==> config.mk <==
export PLATFORM = sky130hd
export DESIGN_NAME = refill_arbiter
export DESIGN_NICKNAME = d
export VERILOG_FILES = /design/src/rtl/refill_arb_pkg.sv /design/src/rtl/refill_arbiter_rr_pick.sv /design/src/rtl/refill_arbiter.sv
export SDC_FILE = /design/constraint.sdc
export NUM_CORES = 1
export LEC_CHECK = 0
export ABC_AREA = 1
export BUFFER_PORTS_ARGS = -buffer_cell sky130_fd_sc_hd__buf_4
export CAP_MARGIN = 20
export CORE_AREA = 2 2 437 439
export CTS_BUF_LIST = sky130_fd_sc_hd__clkbuf_8 sky130_fd_sc_hd__clkbuf_16
export CTS_CLUSTER_SIZE = 12
export DETAILED_ROUTE_END_ITERATION = 12
export DIE_AREA = 0 0 439 441
export HOLD_SLACK_MARGIN = 0.02
export MAX_ROUTING_LAYER = met4
export PLACE_DENSITY_LB_ADDON = 0.15
export SLEW_MARGIN = 20
export SYNTH_ARGS = -nofsm -noshare
export SYNTH_HDL_FRONTEND = slang
export SYNTH_HIERARCHICAL = 1
export SYNTH_SLANG_ARGS = --single-unit
==> constraint.sdc <==
create_clock -name clk_i -period 1.28 [get_ports clk_i]
set_input_delay 0.064 -clock clk_i [delete_from_list [all_inputs] [get_ports clk_i]]
set_output_delay 0.064 -clock clk_i [all_outputs]
set_load 0.1 [all_outputs]
==> src/rtl/refill_arb_pkg.sv <==
// Shared types and constants for the line-refill arbiter.
// The optional performance counters of refill_arbiter are enabled by
// defining REFILL_ARB_PERF_EN.
package refill_arb_pkg;

  typedef enum logic [1:0] {ARB_IDLE, ARB_ISSUE, ARB_WAIT, ARB_RESP} refill_arb_state_t;

  localparam int LINE_SIZE_DEF = 64;
  localparam int LINE_OFFSET   = $clog2(LINE_SIZE_DEF);

  // Number of byte-offset bits inside a line of the given size.
  function automatic int line_offset(input int line_size);
    return $clog2(line_size);
  endfunction

endpackage

==> src/rtl/refill_arbiter_rr_pick.sv <==
// Combinational round-robin selector: the winner is the first asserted
// request at or after ptr, searching cyclically upward.
module rr_pick #(
  parameter int NUM_REQ = 2,
  parameter int PTR_W   = (NUM_REQ > 1) ? $clog2(NUM_REQ) : 1
) (
  input  logic [NUM_REQ-1:0] req,
  input  logic [PTR_W-1:0]   ptr,
  output logic [NUM_REQ-1:0] winner,
  output logic [PTR_W-1:0]   winner_idx
);

  localparam logic [PTR_W:0] NUM_L = (PTR_W+1)'(NUM_REQ);

  logic [2*NUM_REQ-1:0] req_dbl;
  logic [NUM_REQ-1:0]   req_rot;
  logic [PTR_W:0]       off;
  logic [PTR_W:0]       sum;
  logic                 found;

  // Rotate so that bit 0 of req_rot is the requester at ptr.
  assign req_dbl = {req, req};
  assign req_rot = NUM_REQ'(req_dbl >> ptr);

  // Distance from ptr to the first pending requester.
  always_comb begin
    found = 1'b0;
    off   = '0;
    for (int j = 0; j < NUM_REQ; j++) begin
      if (!found && req_rot[j]) begin
        found = 1'b1;
        off   = (PTR_W+1)'(j);
      end
    end
  end

  // Map the distance back to an absolute index and one-hot vector.
  always_comb begin
    sum = {1'b0, ptr} + off;
    if (sum >= NUM_L) sum = sum - NUM_L;
    winner_idx = sum[PTR_W-1:0];
    winner     = found ? (NUM_REQ'(1) << winner_idx) : '0;
  end

endmodule

==> src/rtl/refill_arbiter.sv <==
// Round-robin arbiter sharing one line-refill read channel between cache
// requesters. One fill in flight at a time: grant, issue to memory, wait
// for the line, return it to the owner.
// Define REFILL_ARB_PERF_EN to add per-requester grant and wait counters.
module refill_arbiter
  import refill_arb_pkg::*;
#(
  parameter int NUM_REQ    = 2,
  parameter int ADDR_WIDTH = 32,
  parameter int LINE_SIZE  = LINE_SIZE_DEF
) (
  input  logic                          clk_i,
  input  logic                          rst_ni,
  input  logic [NUM_REQ-1:0]            req_i,
  input  logic [NUM_REQ*ADDR_WIDTH-1:0] addr_i,
  output logic [NUM_REQ-1:0]            gnt_o,
  output logic [NUM_REQ-1:0]            resp_valid_o,
  output logic [LINE_SIZE*8-1:0]        resp_data_o,
  output logic                          mem_req_o,
  output logic [ADDR_WIDTH-1:0]         mem_addr_o,
  input  logic                          mem_ready_i,
  input  logic                          mem_valid_i,
  input  logic [LINE_SIZE*8-1:0]        mem_data_i
`ifdef REFILL_ARB_PERF_EN
  ,
  output logic [NUM_REQ*32-1:0]         perf_grant_cnt_o,
  output logic [NUM_REQ*32-1:0]         perf_wait_cnt_o
`endif
);

  localparam int PTR_W = (NUM_REQ > 1) ? $clog2(NUM_REQ) : 1;
  localparam int OFF   = line_offset(LINE_SIZE);
  localparam logic [ADDR_WIDTH-1:0] LINE_MASK = {ADDR_WIDTH{1'b1}} << OFF;

  refill_arb_state_t   state_reg;
  logic [PTR_W-1:0]    rr_ptr_reg;
  logic [NUM_REQ-1:0]  owner_reg;

  logic [NUM_REQ-1:0]  winner;
  logic [PTR_W-1:0]    win_idx;
  logic [PTR_W-1:0]    next_ptr;
  logic [ADDR_WIDTH-1:0] sel_addr;

  rr_pick #(
    .NUM_REQ (NUM_REQ),
    .PTR_W   (PTR_W)
  ) u_rr_pick (
    .req        (req_i),
    .ptr        (rr_ptr_reg),
    .winner     (winner),
    .winner_idx (win_idx)
  );

  // Pointer moves just past the winner, wrapping at NUM_REQ-1.
  assign next_ptr = (win_idx == PTR_W'(NUM_REQ - 1)) ? '0 : win_idx + 1'b1;

  // Address of the current winner (one-hot select).
  always_comb begin
    sel_addr = '0;
    for (int k = 0; k < NUM_REQ; k++) begin
      if (winner[k]) sel_addr = addr_i[k*ADDR_WIDTH +: ADDR_WIDTH];
    end
  end

  // Fill sequencer; every output is registered here.
  always_ff @(posedge clk_i or negedge rst_ni) begin
    if (!rst_ni) begin
      state_reg    <= ARB_IDLE;
      rr_ptr_reg   <= '0;
      owner_reg    <= '0;
      gnt_o        <= '0;
      resp_valid_o <= '0;
      resp_data_o  <= '0;
      mem_req_o    <= 1'b0;
      mem_addr_o   <= '0;
    end else begin
      gnt_o        <= '0;
      resp_valid_o <= '0;
      case (state_reg)
        ARB_IDLE: begin
          if (|req_i) begin
            gnt_o      <= winner;
            owner_reg  <= winner;
            mem_addr_o <= sel_addr & LINE_MASK;
            mem_req_o  <= 1'b1;
            rr_ptr_reg <= next_ptr;
            state_reg  <= ARB_ISSUE;
          end
        end
        ARB_ISSUE: begin
          if (mem_ready_i) begin
            mem_req_o <= 1'b0;
            state_reg <= ARB_WAIT;
          end
        end
        ARB_WAIT: begin
          if (mem_valid_i) begin
            resp_data_o  <= mem_data_i;
            resp_valid_o <= owner_reg;
            state_reg    <= ARB_RESP;
          end
        end
        ARB_RESP: begin
          state_reg <= ARB_IDLE;
        end
        default: begin
          state_reg <= ARB_IDLE;
        end
      endcase
    end
  end

`ifdef REFILL_ARB_PERF_EN
  for (genvar gi = 0; gi < NUM_REQ; gi++) begin : g_perf
    logic [31:0] grant_cnt_reg;
    logic [31:0] wait_cnt_reg;

    // Saturating grant and wait counters for requester gi.
    always_ff @(posedge clk_i or negedge rst_ni) begin
      if (!rst_ni) begin
        grant_cnt_reg <= '0;
        wait_cnt_reg  <= '0;
      end else begin
        if (gnt_o[gi] && (grant_cnt_reg != 32'hFFFF_FFFF))
          grant_cnt_reg <= grant_cnt_reg + 32'd1;
        if (req_i[gi] && !gnt_o[gi] && (wait_cnt_reg != 32'hFFFF_FFFF))
          wait_cnt_reg <= wait_cnt_reg + 32'd1;
      end
    end

    assign perf_grant_cnt_o[gi*32 +: 32] = grant_cnt_reg;
    assign perf_wait_cnt_o[gi*32 +: 32]  = wait_cnt_reg;
  end
`endif

endmodule
==> results.json, run 1 <==
{
  "outcome": "finished, violations left",
  "violations": "negative setup slack",
  "setup_slack_ns": -0.233,
  "die_area_um2": 194000,
  "avgSynthCellArea_um2": 8.97,
  "vias_per_cell": 3.49,
  "gp_congestion": 0.815,
  "ys_types": 18,
  "use_met2_pct": 22.3,
  "synth_top_area_share_pct": 61.5,
  "period_needed_ns": 1.51,
  "crit_top_cell": "nand2_1",
  "grt_pass1_wl_mm": 185,
  "crit_arrival_ns": 2.10,
  "max_freq_ghz": 0.661,
  "antenna_found_initial": 22,
  "fin_setup_tns_ns": -141.85,
  "worstPathRequired_ns": 1.86,
  "grt_overflow_total": 0,
  "dr.pass1.iters": 5,
  "rsz0062_at_grt": "true",
  "synth_most_common_cell": "nand2_1",
  "io_pins": 1131,
  "cap_violations": 0,
  "cts_num_sinks": 548,
  "clk_latency_ns": 0.71,
  "synth-seq-cells": 548,
  "top_usage_layer": "met2",
  "ant_nets": 0,
  "std_cell_rows": 160,
  "grt_max_degree": 63,
  "yosys_most_used_dff": "dfrtp_1",
  "grt_pass1_vias": 25900,
  "synthCells": 2486,
  "track_usage_pct": 13.5,
  "cp_slowest_cell": "dfrtp_1",
  "root_buffer": "clkbuf_16",
  "h-tree-depth": 3,
  "area_growth_pct": 109,
  "async_reset_ff_share_pct": 100,
  "hpwl_mm": 101,
  "cts_tree": "yes",
  "critPathLaunchType": "flop",
  "hold_class": "primary input to asynchronous set/reset pin",
  "relSlewSlack_pct": 50.7,
  "netlist.top_cell.by_area": "dfrtp_1",
  "worst-setup-path-type": "flop to flop",
  "synth_enable_flop_cells": 0,
  "ys_top_cells_by_count": "1169 x nand2_1, 548 x dfrtp_1, 539 x nand3_1",
  "largest_register_ffs": 512,
  "top_register": "resp_data_o",
  "synthesis.area_um2": 22300,
  "setup_viol": 1208,
  "cp_cell_sequence": "inv_2 -> ha_4 -> nand2_8 -> buf_12 -> buf_4 -> nand2_1 -> nand2_1",
  "crit_path_end_kind": "flop",
  "slowest_delay_ns": 0.38,
  "grtUsageMet3_pct": 3.93,
  "fill_cells": 20700,
  "crit_family": "buffers and inverters",
  "worstMarginPinSlew_ns": 0.740,
  "core-area_um2": 189000,
  "nNetsFinal": 4885,
  "synth.area.top_cells": "dfrtp_1 61%, nand2_1 20%, nand3_1 12%, buf_2 2.5%, buf_6 2.4%",
  "largestRegisters": "resp_data_o: 512 flops, mem_addr_o: 26 flops",
  "ys_warn_count": 6,
  "drive_gt1_share_pct": 34.7,
  "routed_wirelength_mm": 131,
  "drt-initial-drc-count": 1077,
  "vias": 24000,
  "portBuffers": 1112,
  "period_share_pct": 118,
  "fin_skew_ns": 0.0517,
  "seq_area_frac_synth_pct": 61.5,
  "worstPathMaxFanout": 15,
  "cts_made_buffers": 79,
  "drv_slew": 0,
  "path_clk_slew_ns": 0.06,
  "clockBufferDepth": 3,
  "cp_num_buf_inv": 3,
  "drc": 0,
  "die_x_um": 439,
  "use_met1_pct": 15.2,
  "routedWlPerCell_um": 19.1,
  "hold_viol_final": 0,
  "die_h_um": 441,
  "initial_core_util_pct": 11.8
}
## cells by family after synthesis
| logic type | synth area share [%] |
|---|---|
| AND/OR/NAND/NOR | 32.1 |
| other | 0.0168 |
| flip-flops | 61.5 |
| AO/OA/AOI/OAI | 0.157 |
| adder cells (fa/ha/maj) | 0.224 |
| buffers and inverters | 6.02 |
## cell usage in the layout (no fill, tap or decap), drive strengths merged
| cell | synthesis | routed |
|---|---|---|
| o21ai | 3 | 3 |
| ha | 4 | 4 |
| dfrtp | 548 | 548 |
| nor2 | 9 | 9 |
| clkbuf | 9 | 100 |
| diode | 0 | 10 |
| conb | 1 | 6 |
| clkinvlp | 0 | 5 |
| dlygate4sd3 | 0 | 571 |
| nand4 | 2 | 2 |
| nand3b | 1 | 1 |
| buf | 181 | 1345 |
| a21oi | 4 | 4 |
| bufinv | 0 | 5 |
| inv | 15 | 37 |
| nand3 | 539 | 539 |
| clkinv | 0 | 14 |
| nand2 | 1170 | 1170 |
## per-layer routing
| layer | wire length, µm | part of all wire [%] | up-vias |
|---|---|---|---|
| li1 | - | - | 11600 |
| met3 | 8930 | 6.8 | 209 |
| met1 | 52400 | 40 | 11400 |
| met4 | 4750 | 3.6 | 0 |
| met2 | 65000 | 50 | 777 |
| met5 | 0 | 0 | - |
## repair_timing
| action | CTS | global route |
|---|---|---|
| endpoints found under the hold margin | 1093 | 0 |
| buffers inserted | 38 | 3 |
| pin swaps | 3 | 0 |
| gates resized for setup | 754 | 21 |
| cloned | 0 | 1 |
| hold buffers | 571 | 0 |
| endpoints found under the setup margin | 1089 | 1239 |
## stage by stage
step           hold slack (ns)  cells  cell area [µm²]  util [%]  setup slack (ns)
2_1_floorplan           -0.232   2491            22400         -          -0.00490
3_3_place_gp            0.0389   6116            34600      18.3            -0.310
3_5_place_dp            0.0395   6116            34600      18.3            -0.313
4_1_cts                 0.0213   6870            46400      24.5            -0.277
5_1_grt                 0.0832   6881            46500      24.6            -0.317
6_report                 0.138   6884            46500      24.6            -0.233
## worst reg2reg max path: cells and delay by family, from the launching register on
family                   cells  cell delay (ns)
adder cells (fa/ha/maj)      1             0.22
buffers and inverters        3             0.53
flip-flops                   1             0.38
AND/OR/NAND/NOR              3             0.32
## final timing paths
check	from	end	slack, ns	cells past startpoint
hold / removal	rst_ni	resp_data_o[377]	0.14	3
setup / recovery	state_reg[0]	resp_data_o[350]	-0.23	7
hold reg to reg	resp_data_o[311]	resp_data_o[311]	0.47	2
min in group clk_i	mem_data_i[104]	resp_data_o[104]	0.14	4
setup reg to reg	state_reg[0]	resp_data_o[350]	-0.23	7
max in group asynchronous	rst_ni	resp_data_o[107]	-0.08	5
## area by class of cell
class,instances,area [µm²],area share [%]
repair buffers,1917,19500,41.9
flip-flops and latches,548,13700,29.6
multi-input cells,1738,7340,15.8
well taps,2511,3140,6.76
clock buffers,99,2250,4.84
clock inverters,46,439,0.944
inverters,15,63.8,0.137
diodes,10,25.0,0.0538
Power of run 1 is not shown: default switching activity piles up to over one toggle a cycle in this logic, so the estimate is an artifact.
==> run 2: changes to the inputs <==
--- a/config.mk
+++ b/config.mk
@@ -15,7 +15,6 @@
 export DIE_AREA = 0 0 439 441
 export HOLD_SLACK_MARGIN = 0.02
 export MAX_ROUTING_LAYER = met4
-export PLACE_DENSITY_LB_ADDON = 0.15
 export SLEW_MARGIN = 20
 export SYNTH_ARGS = -nofsm -noshare
 export SYNTH_HDL_FRONTEND = slang
==> results.json, run 2 (synthesis results as in run 1) <==
{
  "antenna_found_initial": 39,
  "h-tree-depth": 3,
  "crit_path_end_kind": "flop",
  "max_freq_ghz": 0.611,
  "dp_cells": 6119,
  "grt_pass1_vias": 25700,
  "grt_overflow_total": 0,
  "drive_gt1_share_pct": 35.2,
  "cp_num_buf_inv": 3,
  "io_pins": 1131,
  "crit_family": "buffers and inverters",
  "cp_slowest_cell": "dfrtp_1",
  "die_h_um": 441,
  "hold_viol_final": 0,
  "initial_core_util_pct": 11.8,
  "setup_slack_ns": -0.357,
  "outcome": "finished, violations left",
  "nNetsFinal": 4873,
  "area_growth_pct": 101,
  "fill_cells": 20300,
  "hpwl_mm": 132,
  "gp_congestion": 0.934,
  "largest_register_ffs": 512,
  "drv_slew": 0,
  "critPathLaunchType": "flop",
  "track_usage_pct": 16.4,
  "cts_num_sinks": 548,
  "setup_viol": 1099,
  "cts_made_buffers": 74,
  "period_needed_ns": 1.64,
  "drc": 0,
  "root_buffer": "clkbuf_16",
  "period_share_pct": 128,
  "std_cell_rows": 160,
  "dr.pass1.iters": 9,
  "placed_cell_area_um2": 34800,
  "final_area_um2": 44700,
  "drt-initial-drc-count": 2164,
  "vias_per_cell": 3.81,
  "finalNonFillerCells": 6868,
  "grt_max_degree": 66,
  "die_x_um": 439,
  "final_cell_mix": "1179 x buf_4, 1154 x nand2_1, 571 x dlygate4sd3_1",
  "clk_latency_ns": 0.70,
  "core-area_um2": 189000,
  "cap_violations": 0,
  "hold_class": "primary input to flop",
  "multi_input_area_um2": 7420,
  "path_clk_slew_ns": 0.06,
  "slowest_delay_ns": 0.39,
  "regArea_um2": 13800,
  "grt_pass1_wl_mm": 214,
  "portBuffers": 1112,
  "final_common_cell": "buf_4",
  "relSlewSlack_pct": 43.8,
  "cp_cell_sequence": "inv_2 -> ha_4 -> buf_4 -> buf_12 -> nand3_1 -> nand2_1",
  "die_area_um2": 194000,
  "ff2ff_setup_slack_ns": -0.36,
  "vias": 26200,
  "fin_skew_ns": 0.0343,
  "ant_nets": 0,
  "top_register": "resp_data_o",
  "clockBufferDepth": 3,
  "fin_setup_tns_ns": -232.15,
  "routedWlPerCell_um": 24.1,
  "rsz0062_at_grt": "true",
  "worstMarginPinSlew_ns": 0.840,
  "cts_tree": "yes",
  "worstPathRequired_ns": 1.90,
  "crit_arrival_ns": 2.25,
  "routed_wirelength_mm": 166,
  "worstPathMaxFanout": 42,
  "worst-setup-path-type": "flop to flop",
  "largestRegisters": "resp_data_o: 512 flops, mem_addr_o: 26 flops",
  "violations": "negative setup slack"
}
run 2: changes by cell type in the layout (fill, tap and decap cells not counted), moves of 7 or more:
cell,previous run,this run
clkbuf_8,20,13
dfrtp_2,23,36
buf_12,285,111
nand2_2,1,14
buf_16,0,12
buf_4,1042,1179
clkbuf_16,80,90
dfrtp_1,525,512
nand2_1,1167,1154
run 2: tightest hold or removal path, delay by kind of cell:
family,cells,cell delay (ns)
buf+inv,3,0.34
simple gates,3,0.32
run 2: worst paths after layout:
path | to | depth (start not counted) | startpoint
max reg2reg | resp_data_o[293] | 6 | state_reg[0]
min | resp_data_o[38] | 6 | mem_valid_i
min in group asynchronous | resp_data_o[12] | 3 | rst_ni
max in group asynchronous | resp_data_o[369] | 3 | rst_ni
max | resp_data_o[293] | 6 | state_reg[0]
min reg2reg | resp_valid_o[0] | 2 | owner_reg[0]
run 2: repair_timing:
item | CTS | global route
endpoints found under the hold margin | 1094 | 0
pin swaps | 1 | 2
hold buffers | 573 | 0
setup buffers | 3 | 6
resized for setup | 233 | 29
cloned | 5 | 16
endpoints found under the setup margin | 1089 | 1101
run 2: area by class of cell:
cell class	instances	share of cell area, %
sequential	548	30.8
clock inverter	43	1.00
timing repair buffer	1909	39.8
clock buffer	88	4.60
antenna	15	0.0839
multi-input combinational	1739	16.6
tap	2511	7.03
inverter	15	0.143
run 2: routing by layer:
metal	wire [µm]	up-vias	global-route usage, %
li1	-	11600	-
met1	66800	12900	19.9
met2	79000	1417	26.0
met3	15400	281	5.29
met4	4600	0	4.60
met5	0	-	-
run 2: through the flow:
stage / util [%] / hold slack [ns] / worst slack [ns]
final: 23.6 / 0.119 / -0.357
after global routing: 23.6 / 0.0982 / -0.435
after CTS: 23.3 / 0.0213 / -0.351
after detailed placement: 18.4 / 0.0429 / -0.375
after global placement: 18.4 / 0.0425 / -0.360
after floorplan: - / -0.232 / -0.00490
Power of run 2 is left out for the same reason.
==> run 3: changes to the inputs <==
--- a/config.mk
+++ b/config.mk
@@ -15,6 +15,7 @@
 export DIE_AREA = 0 0 439 441
 export HOLD_SLACK_MARGIN = 0.02
 export MAX_ROUTING_LAYER = met4
+export SKIP_LAST_GASP = 1
 export SLEW_MARGIN = 20
 export SYNTH_ARGS = -nofsm -noshare
 export SYNTH_HDL_FRONTEND = slang
==> results.json, run 3 (synthesis results as in run 1) <==
{
  "grt_pass1_vias": 25700,
  "vias": 26000,
  "violations": "negative setup slack",
  "worstPathMaxFanout": 18,
  "drive_gt1_share_pct": 35.1,
  "cp_cell_sequence": "inv_2 -> ha_4 -> buf_8 -> buf_12 -> nand2_8 -> buf_12 -> clkbuf_16 -> nand2_1 -> nand2_1",
  "setup_slack_ns": -0.359,
  "placed_cell_area_um2": 34800,
  "cts_made_buffers": 74,
  "clockBufferDepth": 3,
  "hold_class": "primary input to flop",
  "fin_setup_tns_ns": -226.11,
  "routedWlPerCell_um": 23.9,
  "crit_path_end_kind": "flop",
  "io_pins": 1131,
  "top_register": "resp_data_o",
  "die_area_um2": 194000,
  "area_growth_pct": 99.4,
  "crit_arrival_ns": 2.18,
  "std_cell_rows": 160,
  "h-tree-depth": 3,
  "routed_wirelength_mm": 164,
  "drc": 0,
  "fill_cells": 20300,
  "hold_viol_final": 0,
  "worstPathRequired_ns": 1.82,
  "regArea_um2": 13800,
  "nNetsFinal": 4869,
  "track_usage_pct": 16.4,
  "drv_slew": 0,
  "final_common_cell": "buf_4",
  "path_clk_slew_ns": 0.06,
  "cts_num_sinks": 548,
  "die_x_um": 439,
  "dp_cells": 6119,
  "clk_latency_ns": 0.70,
  "period_needed_ns": 1.64,
  "die_h_um": 441,
  "grt_overflow_total": 0,
  "worstMarginPinSlew_ns": 0.844,
  "initial_core_util_pct": 11.8,
  "portBuffers": 1112,
  "multi_input_area_um2": 7460,
  "ff2ff_setup_slack_ns": -0.36,
  "cap_violations": 0,
  "whs_ns": 0.143,
  "core-area_um2": 189000,
  "cts_tree": "yes",
  "dr.pass1.iters": 6,
  "fin_skew_ns": 0.0346,
  "slowest_delay_ns": 0.39,
  "cp_slowest_cell": "dfrtp_1",
  "root_buffer": "clkbuf_16",
  "critPathLaunchType": "flop",
  "relSlewSlack_pct": 43.5,
  "antenna_found_initial": 40,
  "ant_nets": 0,
  "min_from": "mem_data_i[119]",
  "drt-initial-drc-count": 2169,
  "worst-setup-path-type": "flop to flop",
  "gp_congestion": 0.934,
  "grt_max_degree": 66,
  "worstReg2RegStart": "state_reg[0]",
  "largestRegisters": "resp_data_o: 512 flops, mem_addr_o: 26 flops",
  "largest_register_ffs": 512,
  "finalNonFillerCells": 6868,
  "hpwl_mm": 132,
  "period_share_pct": 128,
  "setup_viol": 1099,
  "grt_pass1_wl_mm": 214,
  "outcome": "finished, violations left",
  "vias_per_cell": 3.79,
  "max_freq_ghz": 0.610,
  "final_cell_mix": "1199 x buf_4, 1143 x nand2_1, 571 x dlygate4sd3_1",
  "critPathLaunch": "state_reg[0]",
  "rsz0062_at_grt": "true",
  "final_area_um2": 44500
}
run 3: final timing paths:
check,depth (start not counted),to
setup / recovery,9,resp_data_o[364]
hold / removal,4,resp_data_o[119]
setup reg to reg,9,resp_data_o[364]
hold reg to reg,2,resp_valid_o[0]
max in group asynchronous,3,resp_data_o[369]
min in group asynchronous,3,resp_data_o[12]
run 3: repair_timing:
item | CTS | global route
endpoints found under the setup margin | 1089 | 1101
hold buffers | 573 | 0
cloned | 5 | 13
gates resized for setup | 181 | 37
pin swaps | 1 | 2
setup buffers | 3 | 5
hold endpoints to repair | 1094 | 0
run 3: cell type report:
cell class	count	share of cell area (%)
multi-input combinational	1739	16.8
tap	2511	7.07
clock buffer	88	4.62
inverter	15	0.144
sequential	548	30.9
timing repair buffer	1905	39.3
clock inverter	43	1.01
antenna	19	0.107
run 3: routing by layer:
| metal | track usage (%) | vias to the layer above | part of all wire, % |
|---|---|---|---|
| met5 | - | - | 0 |
| met4 | 4.59 | 0 | 2.8 |
| met3 | 5.27 | 264 | 9.4 |
| met2 | 26.0 | 1370 | 47 |
| met1 | 20.0 | 12900 | 40 |
| li1 | - | 11600 | - |
run 3: critical path: cells and delay by family, from the launching register on:
family,cells,cell delay [ns]
adders and majority gates,1,0.19
buffers and inverters,5,0.69
DFF,1,0.39
and+or+nand+nor,3,0.20
run 3: through the flow:
stage | util (%) | worst slack [ns]
floorplan | - | -0.00490
global placement | 18.4 | -0.360
detailed placement | 18.4 | -0.375
CTS | 23.2 | -0.351
global route | 23.5 | -0.429
finish | 23.5 | -0.359
Power of run 3 is left out for the same reason.
